## src/rtl/rv_imm_pkg.sv

```systemverilog
// -----------------------------------------------------------------------------
// rv_imm_pkg
// Shared definitions for the RISC-V instruction encoder:
//   - imm_src_e   : immediate / instruction format select codes
//   - ERR_*       : bit positions inside the 3-bit error flag vector
//   - OP_*        : commonly used base opcodes
//   - enc_req_t   : raw request fields as captured by the first pipeline stage
//   - fits_signed : true when a 32-bit value is the sign extension of its
//                   low nbits bits
// -----------------------------------------------------------------------------
package rv_imm_pkg;

    typedef enum logic [2:0] {
        IMM_I    = 3'b000,
        IMM_S    = 3'b001,
        IMM_B    = 3'b010,
        IMM_U    = 3'b011,
        IMM_J    = 3'b100,
        IMM_R    = 3'b101,
        IMM_ILL6 = 3'b110,
        IMM_ILL7 = 3'b111
    } imm_src_e;

    localparam int ERR_RANGE    = 0;
    localparam int ERR_MISALIGN = 1;
    localparam int ERR_ILLEGAL  = 2;

    localparam logic [6:0] OP_IMM = 7'h13;
    localparam logic [6:0] BRANCH = 7'h63;
    localparam logic [6:0] JAL    = 7'h6F;
    localparam logic [6:0] LUI    = 7'h37;

    typedef struct packed {
        imm_src_e    imm_src;
        logic [31:0] imm;
        logic [6:0]  opcode;
        logic [4:0]  rd;
        logic [4:0]  rs1;
        logic [4:0]  rs2;
        logic [2:0]  funct3;
        logic [6:0]  funct7;
    } enc_req_t;

    // Arithmetic right shift leaves only copies of the sign bit when the
    // value fits: the upper part is then all zeros or all ones.
    function automatic logic fits_signed(input logic [31:0] value, input int unsigned nbits);
        logic [31:0] upper;
        upper = $signed(value) >>> (nbits - 1);
        return (upper == '0) || (upper == '1);
    endfunction

endpackage

```

## src/rtl/instr_encoder_if.sv

```systemverilog
// -----------------------------------------------------------------------------
// instr_encoder_if
// Request/response bundle of the instruction encoder.
//   Request  : in_valid, in_ready, imm_src, imm, opcode, rd, rs1, rs2,
//              funct3, funct7
//   Response : out_valid, out_ready, out_instr, out_err
// Modports:
//   master : the side that issues requests and consumes encoded words
//   slave  : the encoder itself
// -----------------------------------------------------------------------------
interface instr_encoder_if;

    logic        in_valid;
    logic        in_ready;
    logic [2:0]  imm_src;
    logic [31:0] imm;
    logic [6:0]  opcode;
    logic [4:0]  rd;
    logic [4:0]  rs1;
    logic [4:0]  rs2;
    logic [2:0]  funct3;
    logic [6:0]  funct7;

    logic        out_valid;
    logic        out_ready;
    logic [31:0] out_instr;
    logic [2:0]  out_err;

    modport master (
        output in_valid, imm_src, imm, opcode, rd, rs1, rs2, funct3, funct7,
        output out_ready,
        input  in_ready, out_valid, out_instr, out_err
    );

    modport slave (
        input  in_valid, imm_src, imm, opcode, rd, rs1, rs2, funct3, funct7,
        input  out_ready,
        output in_ready, out_valid, out_instr, out_err
    );

endinterface

```

## src/rtl/instr_field_pack.sv

```systemverilog
// -----------------------------------------------------------------------------
// instr_field_pack
// Purely combinational: packs the raw request fields into a 32-bit RISC-V
// instruction word for the selected format and flags encoding problems.
// Ports:
//   req   in  enc_req_t  raw fields (format, immediate, registers, functs)
//   instr out 32         encoded word (zero for illegal format codes)
//   err   out 3          {illegal, misalign, range}
// Range and misalign problems still produce the word from truncated fields.
// -----------------------------------------------------------------------------
module instr_field_pack
    import rv_imm_pkg::*;
(
    input  enc_req_t    req,
    output logic [31:0] instr,
    output logic [2:0]  err
);

    // NOTE: combinational outputs get a default before the case so every
    // path assigns them and no latch is inferred.
    always_comb begin
        instr = '0;
        err   = '0;
        case (req.imm_src)
            IMM_I: begin
                instr = {req.imm[11:0], req.rs1, req.funct3, req.rd, req.opcode};
                err[ERR_RANGE] = !fits_signed(req.imm, 12);
            end
            IMM_S: begin
                instr = {req.imm[11:5], req.rs2, req.rs1, req.funct3,
                         req.imm[4:0], req.opcode};
                err[ERR_RANGE] = !fits_signed(req.imm, 12);
            end
            IMM_B: begin
                instr = {req.imm[12], req.imm[10:5], req.rs2, req.rs1, req.funct3,
                         req.imm[4:1], req.imm[11], req.opcode};
                err[ERR_RANGE]    = !fits_signed(req.imm, 13);
                err[ERR_MISALIGN] = req.imm[0];
            end
            IMM_U: begin
                instr = {req.imm[31:12], req.rd, req.opcode};
                err[ERR_RANGE] = (req.imm[11:0] != 12'h000);
            end
            IMM_J: begin
                instr = {req.imm[20], req.imm[10:1], req.imm[11], req.imm[19:12],
                         req.rd, req.opcode};
                err[ERR_RANGE]    = !fits_signed(req.imm, 21);
                err[ERR_MISALIGN] = req.imm[0];
            end
            IMM_R: begin
                instr = {req.funct7, req.rs2, req.rs1, req.funct3, req.rd, req.opcode};
            end
            default: begin
                err[ERR_ILLEGAL] = 1'b1;
            end
        endcase
    end

endmodule

```

## src/rtl/instr_encoder.sv

```systemverilog
// -----------------------------------------------------------------------------
// instr_encoder
// Two-stage pipelined RISC-V instruction encoder with valid/ready handshakes.
//   Stage A holds the raw accepted request; instr_field_pack encodes it;
//   stage B holds the encoded word and error flags until drained.
// Ports:
//   clk       in  1   rising-edge clock
//   rst_n     in  1   asynchronous active-low reset
//   bus       slave modport of instr_encoder_if (request and response sides)
//   err_count out 8   saturating count of drained transactions with errors
// -----------------------------------------------------------------------------
module instr_encoder
    import rv_imm_pkg::*;
(
    input  logic             clk,
    input  logic             rst_n,
    instr_encoder_if.slave   bus,
    output logic [7:0]       err_count
);

    logic        valid_a;
    logic        valid_b;
    logic        advance_b;
    logic        in_ready;
    logic        accept;
    enc_req_t    req_in;
    enc_req_t    req_a;
    logic [31:0] pack_instr;
    logic [2:0]  pack_err;
    logic [31:0] instr_b;
    logic [2:0]  err_b;

    // Stage B can take a new word when empty or when its word leaves now;
    // stage A can take a request when empty or when it moves into B now.
    assign advance_b = !valid_b || bus.out_ready;
    assign in_ready  = !valid_a || advance_b;
    assign accept    = bus.in_valid && in_ready;

    always_comb begin
        req_in.imm_src = imm_src_e'(bus.imm_src);
        req_in.imm     = bus.imm;
        req_in.opcode  = bus.opcode;
        req_in.rd      = bus.rd;
        req_in.rs1     = bus.rs1;
        req_in.rs2     = bus.rs2;
        req_in.funct3  = bus.funct3;
        req_in.funct7  = bus.funct7;
    end

    // Stage A occupancy
    always_ff @(posedge clk or negedge rst_n) begin
        if (!rst_n) begin
            valid_a <= 1'b0;
        end else if (in_ready) begin
            valid_a <= bus.in_valid;
        end
    end

    // NOTE: the stage A payload has no reset; it is only ever observed
    // qualified by valid_a, which is reset.
    always_ff @(posedge clk) begin
        if (accept) begin
            req_a <= req_in;
        end
    end

    instr_field_pack u_pack (
        .req   (req_a),
        .instr (pack_instr),
        .err   (pack_err)
    );

    // Stage B payload is reset because it drives the outputs directly.
    always_ff @(posedge clk or negedge rst_n) begin
        if (!rst_n) begin
            valid_b <= 1'b0;
            instr_b <= '0;
            err_b   <= '0;
        end else if (advance_b) begin
            valid_b <= valid_a;
            if (valid_a) begin
                instr_b <= pack_instr;
                err_b   <= pack_err;
            end
        end
    end

    always_ff @(posedge clk or negedge rst_n) begin
        if (!rst_n) begin
            err_count <= '0;
        end else if (valid_b && bus.out_ready && (err_b != '0) && (err_count != 8'hFF)) begin
            err_count <= err_count + 8'd1;
        end
    end

    assign bus.in_ready  = in_ready;
    assign bus.out_valid = valid_b;
    assign bus.out_instr = instr_b;
    assign bus.out_err   = err_b;

endmodule

```

## src/flat_wrapper.sv

```systemverilog
// flat-port wrapper written by rule: the top's interface ports become plain ports
module instr_encoder_flat import rv_imm_pkg::*;
  (clk, rst_n, err_count, bus_in_valid, bus_imm_src, bus_imm, bus_opcode, bus_rd, bus_rs1, bus_rs2, bus_funct3, bus_funct7, bus_out_ready, bus_in_ready, bus_out_valid, bus_out_instr, bus_out_err);
  instr_encoder_if bus_i ();
  input  logic clk;
  input  logic rst_n;
  output logic [7:0] err_count;
  input wire logic [$bits(bus_i.in_valid)-1:0] bus_in_valid;
  input wire logic [$bits(bus_i.imm_src)-1:0] bus_imm_src;
  input wire logic [$bits(bus_i.imm)-1:0] bus_imm;
  input wire logic [$bits(bus_i.opcode)-1:0] bus_opcode;
  input wire logic [$bits(bus_i.rd)-1:0] bus_rd;
  input wire logic [$bits(bus_i.rs1)-1:0] bus_rs1;
  input wire logic [$bits(bus_i.rs2)-1:0] bus_rs2;
  input wire logic [$bits(bus_i.funct3)-1:0] bus_funct3;
  input wire logic [$bits(bus_i.funct7)-1:0] bus_funct7;
  input wire logic [$bits(bus_i.out_ready)-1:0] bus_out_ready;
  output wire logic [$bits(bus_i.in_ready)-1:0] bus_in_ready;
  output wire logic [$bits(bus_i.out_valid)-1:0] bus_out_valid;
  output wire logic [$bits(bus_i.out_instr)-1:0] bus_out_instr;
  output wire logic [$bits(bus_i.out_err)-1:0] bus_out_err;
  assign bus_i.in_valid = bus_in_valid;
  assign bus_i.imm_src = bus_imm_src;
  assign bus_i.imm = bus_imm;
  assign bus_i.opcode = bus_opcode;
  assign bus_i.rd = bus_rd;
  assign bus_i.rs1 = bus_rs1;
  assign bus_i.rs2 = bus_rs2;
  assign bus_i.funct3 = bus_funct3;
  assign bus_i.funct7 = bus_funct7;
  assign bus_i.out_ready = bus_out_ready;
  assign bus_in_ready = bus_i.in_ready;
  assign bus_out_valid = bus_i.out_valid;
  assign bus_out_instr = bus_i.out_instr;
  assign bus_out_err = bus_i.out_err;
  instr_encoder u_core (.clk(clk), .rst_n(rst_n), .bus(bus_i), .err_count(err_count));
endmodule
```

## config.mk

```make
export PLATFORM = sky130hd
export DESIGN_NAME = instr_encoder_flat
export DESIGN_NICKNAME = d
export VERILOG_FILES = /design/src/rtl/rv_imm_pkg.sv /design/src/rtl/instr_encoder_if.sv /design/src/rtl/instr_field_pack.sv /design/src/rtl/instr_encoder.sv /design/src/flat_wrapper.sv
export SDC_FILE = /design/constraint.sdc
export NUM_CORES = 1
export LEC_CHECK = 0
export ABC_AREA = 1
export CAP_MARGIN = 20
export CORE_MARGIN = 4
export CORE_UTILIZATION = 54
export CTS_CLUSTER_SIZE = 24
export DETAILED_ROUTE_END_ITERATION = 8
export PLACE_DENSITY = 0.87
export SYNTH_ARGS = -nofsm -noshare
export SYNTH_HDL_FRONTEND = slang
export SYNTH_HIERARCHICAL = 1
export SYNTH_SLANG_ARGS = --single-unit
```

## constraint.sdc

```tcl
create_clock -name clk -period 6.99 [get_ports clk]
set_clock_uncertainty 0.2 [all_clocks]
set_input_delay 1.398 -clock clk [delete_from_list [all_inputs] [get_ports clk]]
set_output_delay 1.398 -clock clk [all_outputs]
set_load 0.02 [all_outputs]
```

==> metrics.cfg <==
[die]
fp.coreArea_sq_mm=0.00881
rows=34
die_y_um=104
ios=116
start_util=0.560
die_x_um=104
dieArea_sq_mm=0.0107

[detailed_routing]
wl_met2_um=5470
wirelength_um=11500
firstDrtPassIters=5
top_layer=met4
vias_per_cell=5.41
drt_iter0_markers=243
dr_total_vias=4038
antenna_left=0
wl_met3_um=1060
routedWlPerCell_um=15.4
drt-met1-wl_um=4550
drc=0

[logic_synthesis]
synth_edf_count=67
syn_area_sq_mm=0.00493
synth_area_leaders=edfxtp_1 (41%), dfrtp_1 (23%), nand2_1 (14%), nand3_1 (5.2%), nor2_1 (4.2%)
synth_top_area_share=0.408
yosys.area.top_type=edfxtp_1
synthArstFlopShare=0.402
yosys_warnings=6
ys.flop_type=edfxtp_1
synth_cell_type_count=31
yosys_register_bits=112
synthCells=517
synthesis.nets=589
syn_avg_cell_area_sq_um=9.54
seq_area_frac_synth=0.637

[min_path]
hold_class=flip-flop to flip-flop

[placement]
place_congestion=0.893
portBuffers=115
detailed_place_hpwl_um=8520
dpl_cell_area_sq_mm=0.00614
dpl.cell_count=729

[timing]
tightest_slew_ns=0.831
setup_viol=0
maxSlewViolCount=0
fin_setup_tns_ns=0
relSlewSlack=0.446
period_share=0.611
rsz0062_at_grt=no
period_minus_slack_ns=4.27
fmax_mhz=234
hold_viol=0

[critical_path]
critical_path_class=input port to output pin
worstPathArrival_ns=2.67
cp_max_fo=3
cp.required_ns=5.39
worstSetupEndpointType=output pin
start_kind=input port

[cts]
numCtsBuffers=9
cts_tree=yes
h-tree-depth=3
worstSkewPairLatency_ns=0.37
numClockSinks=112
root_buffer=clkbuf_8
cts_resized=0
clk_path_buf_depth=2
post_cts_buffers=0
clkTransAtPathRegs_ns=0.10
cts_hold_buf=0

[cells_and_area]
diodes=0
mostFrequentLayoutCells=nand2_1 (183), clkdlybuf4s50_1 (114), edfxtp_1 (67), nor2_1 (55), nand3_1 (51)
layout_commonest_cell=nand2_1
fin_area_sq_mm=0.00636
syn_to_final_growth_pct=29.0
fin_cells=746
fin_util=0.722
final_net_count=705
drive_gt1_frac=0.0580

[grt]
grt_pass1_vias=4009
grt_max_degree=68
grt.overflow.total=0
antenna_found_initial=0
grt_use_total=0.215
grt_pass1_wl_um=18800

[power_and_ir_drop]
power.leakage_nw=2.76
power.density_mw_per_mm2=271
ir_worst_vdd_mv=0.154
power_mw=1.72

[status]
outcome=complete, no violations

[run]
maxCapViolCount=0

==> worst paths after layout <==
| path | depth (start not counted) | startpoint | slack, ns | to |
|---|---|---|---|---|
| setup / recovery | 4 | bus_out_ready | 2.72 | bus_in_ready |
| hold / removal | 2 | u_core/bus.out_instr[1] | 0.28 | u_core/bus.out_instr[1] |
| setup reg to reg | 4 | u_core/bus.out_valid | 5.01 | u_core/req_a[15] |
| hold reg to reg | 2 | u_core/bus.out_instr[1] | 0.28 | u_core/bus.out_instr[1] |
| max in group asynchronous | 2 | rst_n | 5.56 | u_core/err_count[7] |
| min in group asynchronous | 1 | rst_n | 0.61 | u_core/err_count[4] |
==> layer usage <==
layer,up-vias,track usage
li1,1920,-
met1,1833,0.269
met2,235,0.356
met3,50,0.0609
met4,0,0.0855
met5,-,0
==> layout make-up <==
type	instances	area, sq um
Sequential cell	112	3140
Fill cell	664	2450
Multi-Input combinational cell	349	1550
Timing Repair Buffer	118	1180
Inverter	43	163
Tap cell	108	135
Clock buffer	10	128
Clock inverter	6	66.3
==> worst max-delay path, stage by stage <==
cell and delay (ns):
clkdlybuf4s50_1 0.48, inv_1 0.06, nand3_1 0.11, clkdlybuf4s50_1 0.62
==> cell families (layout without fill, tap and decap cells) <==
family                   after synthesis  after routing  synth area share
buffers and inverters                 56            177            0.0495
XOR/XNOR                               3              3           0.00533
AND/OR/NAND/NOR                      305            305             0.259
adder cells (fa/ha/maj)                1              1           0.00254
flip-flops                           112            112             0.637
AO/OA/AOI/OAI                         40             40            0.0475
==> state kept, by name (all words and copies together) (netlist names) <==
name and cells:
u_core/req_a 67, u_core/bus.out_instr 32, u_core/err_count 8, u_core/bus.out_err 3
u_core/bus.out_valid 1, u_core/valid_a 1
==> synthesized netlist by cell type (3+ instances only) <==
cell and count:
dfrtp_1 45, buf_4 4, nand3_1 51, nand3_2 3, edfxtp_1 67, buf_2 8, o21ai_1 11, nand2_1 183
nand2_2 4, nor2_1 55, inv_1 37, inv_2 3, o211ai_1 8, o21ai_0 15
==> through the flow <==
step                hold slack [ns]  setup WS [ns]
global placement              0.253           2.76
detailed placement            0.259           2.72
CTS                           0.286           2.72
global route                  0.310           2.69
finish                        0.282           2.72
floorplan                     0.345           3.29
==> report_power, final <==
| group | leakage, nW | total (mW) | switching [mW] | internal [mW] |
|---|---|---|---|---|
| clock | 0.0976 | 0.382 | 0.214 | 0.168 |
| sequential | 1.23 | 0.874 | 0.0689 | 0.805 |
| combinational | 1.43 | 0.466 | 0.259 | 0.207 |
| total | 2.76 | 1.72 | 0.542 | 1.18 |
Note: power is estimated with default switching activity, not from simulation.
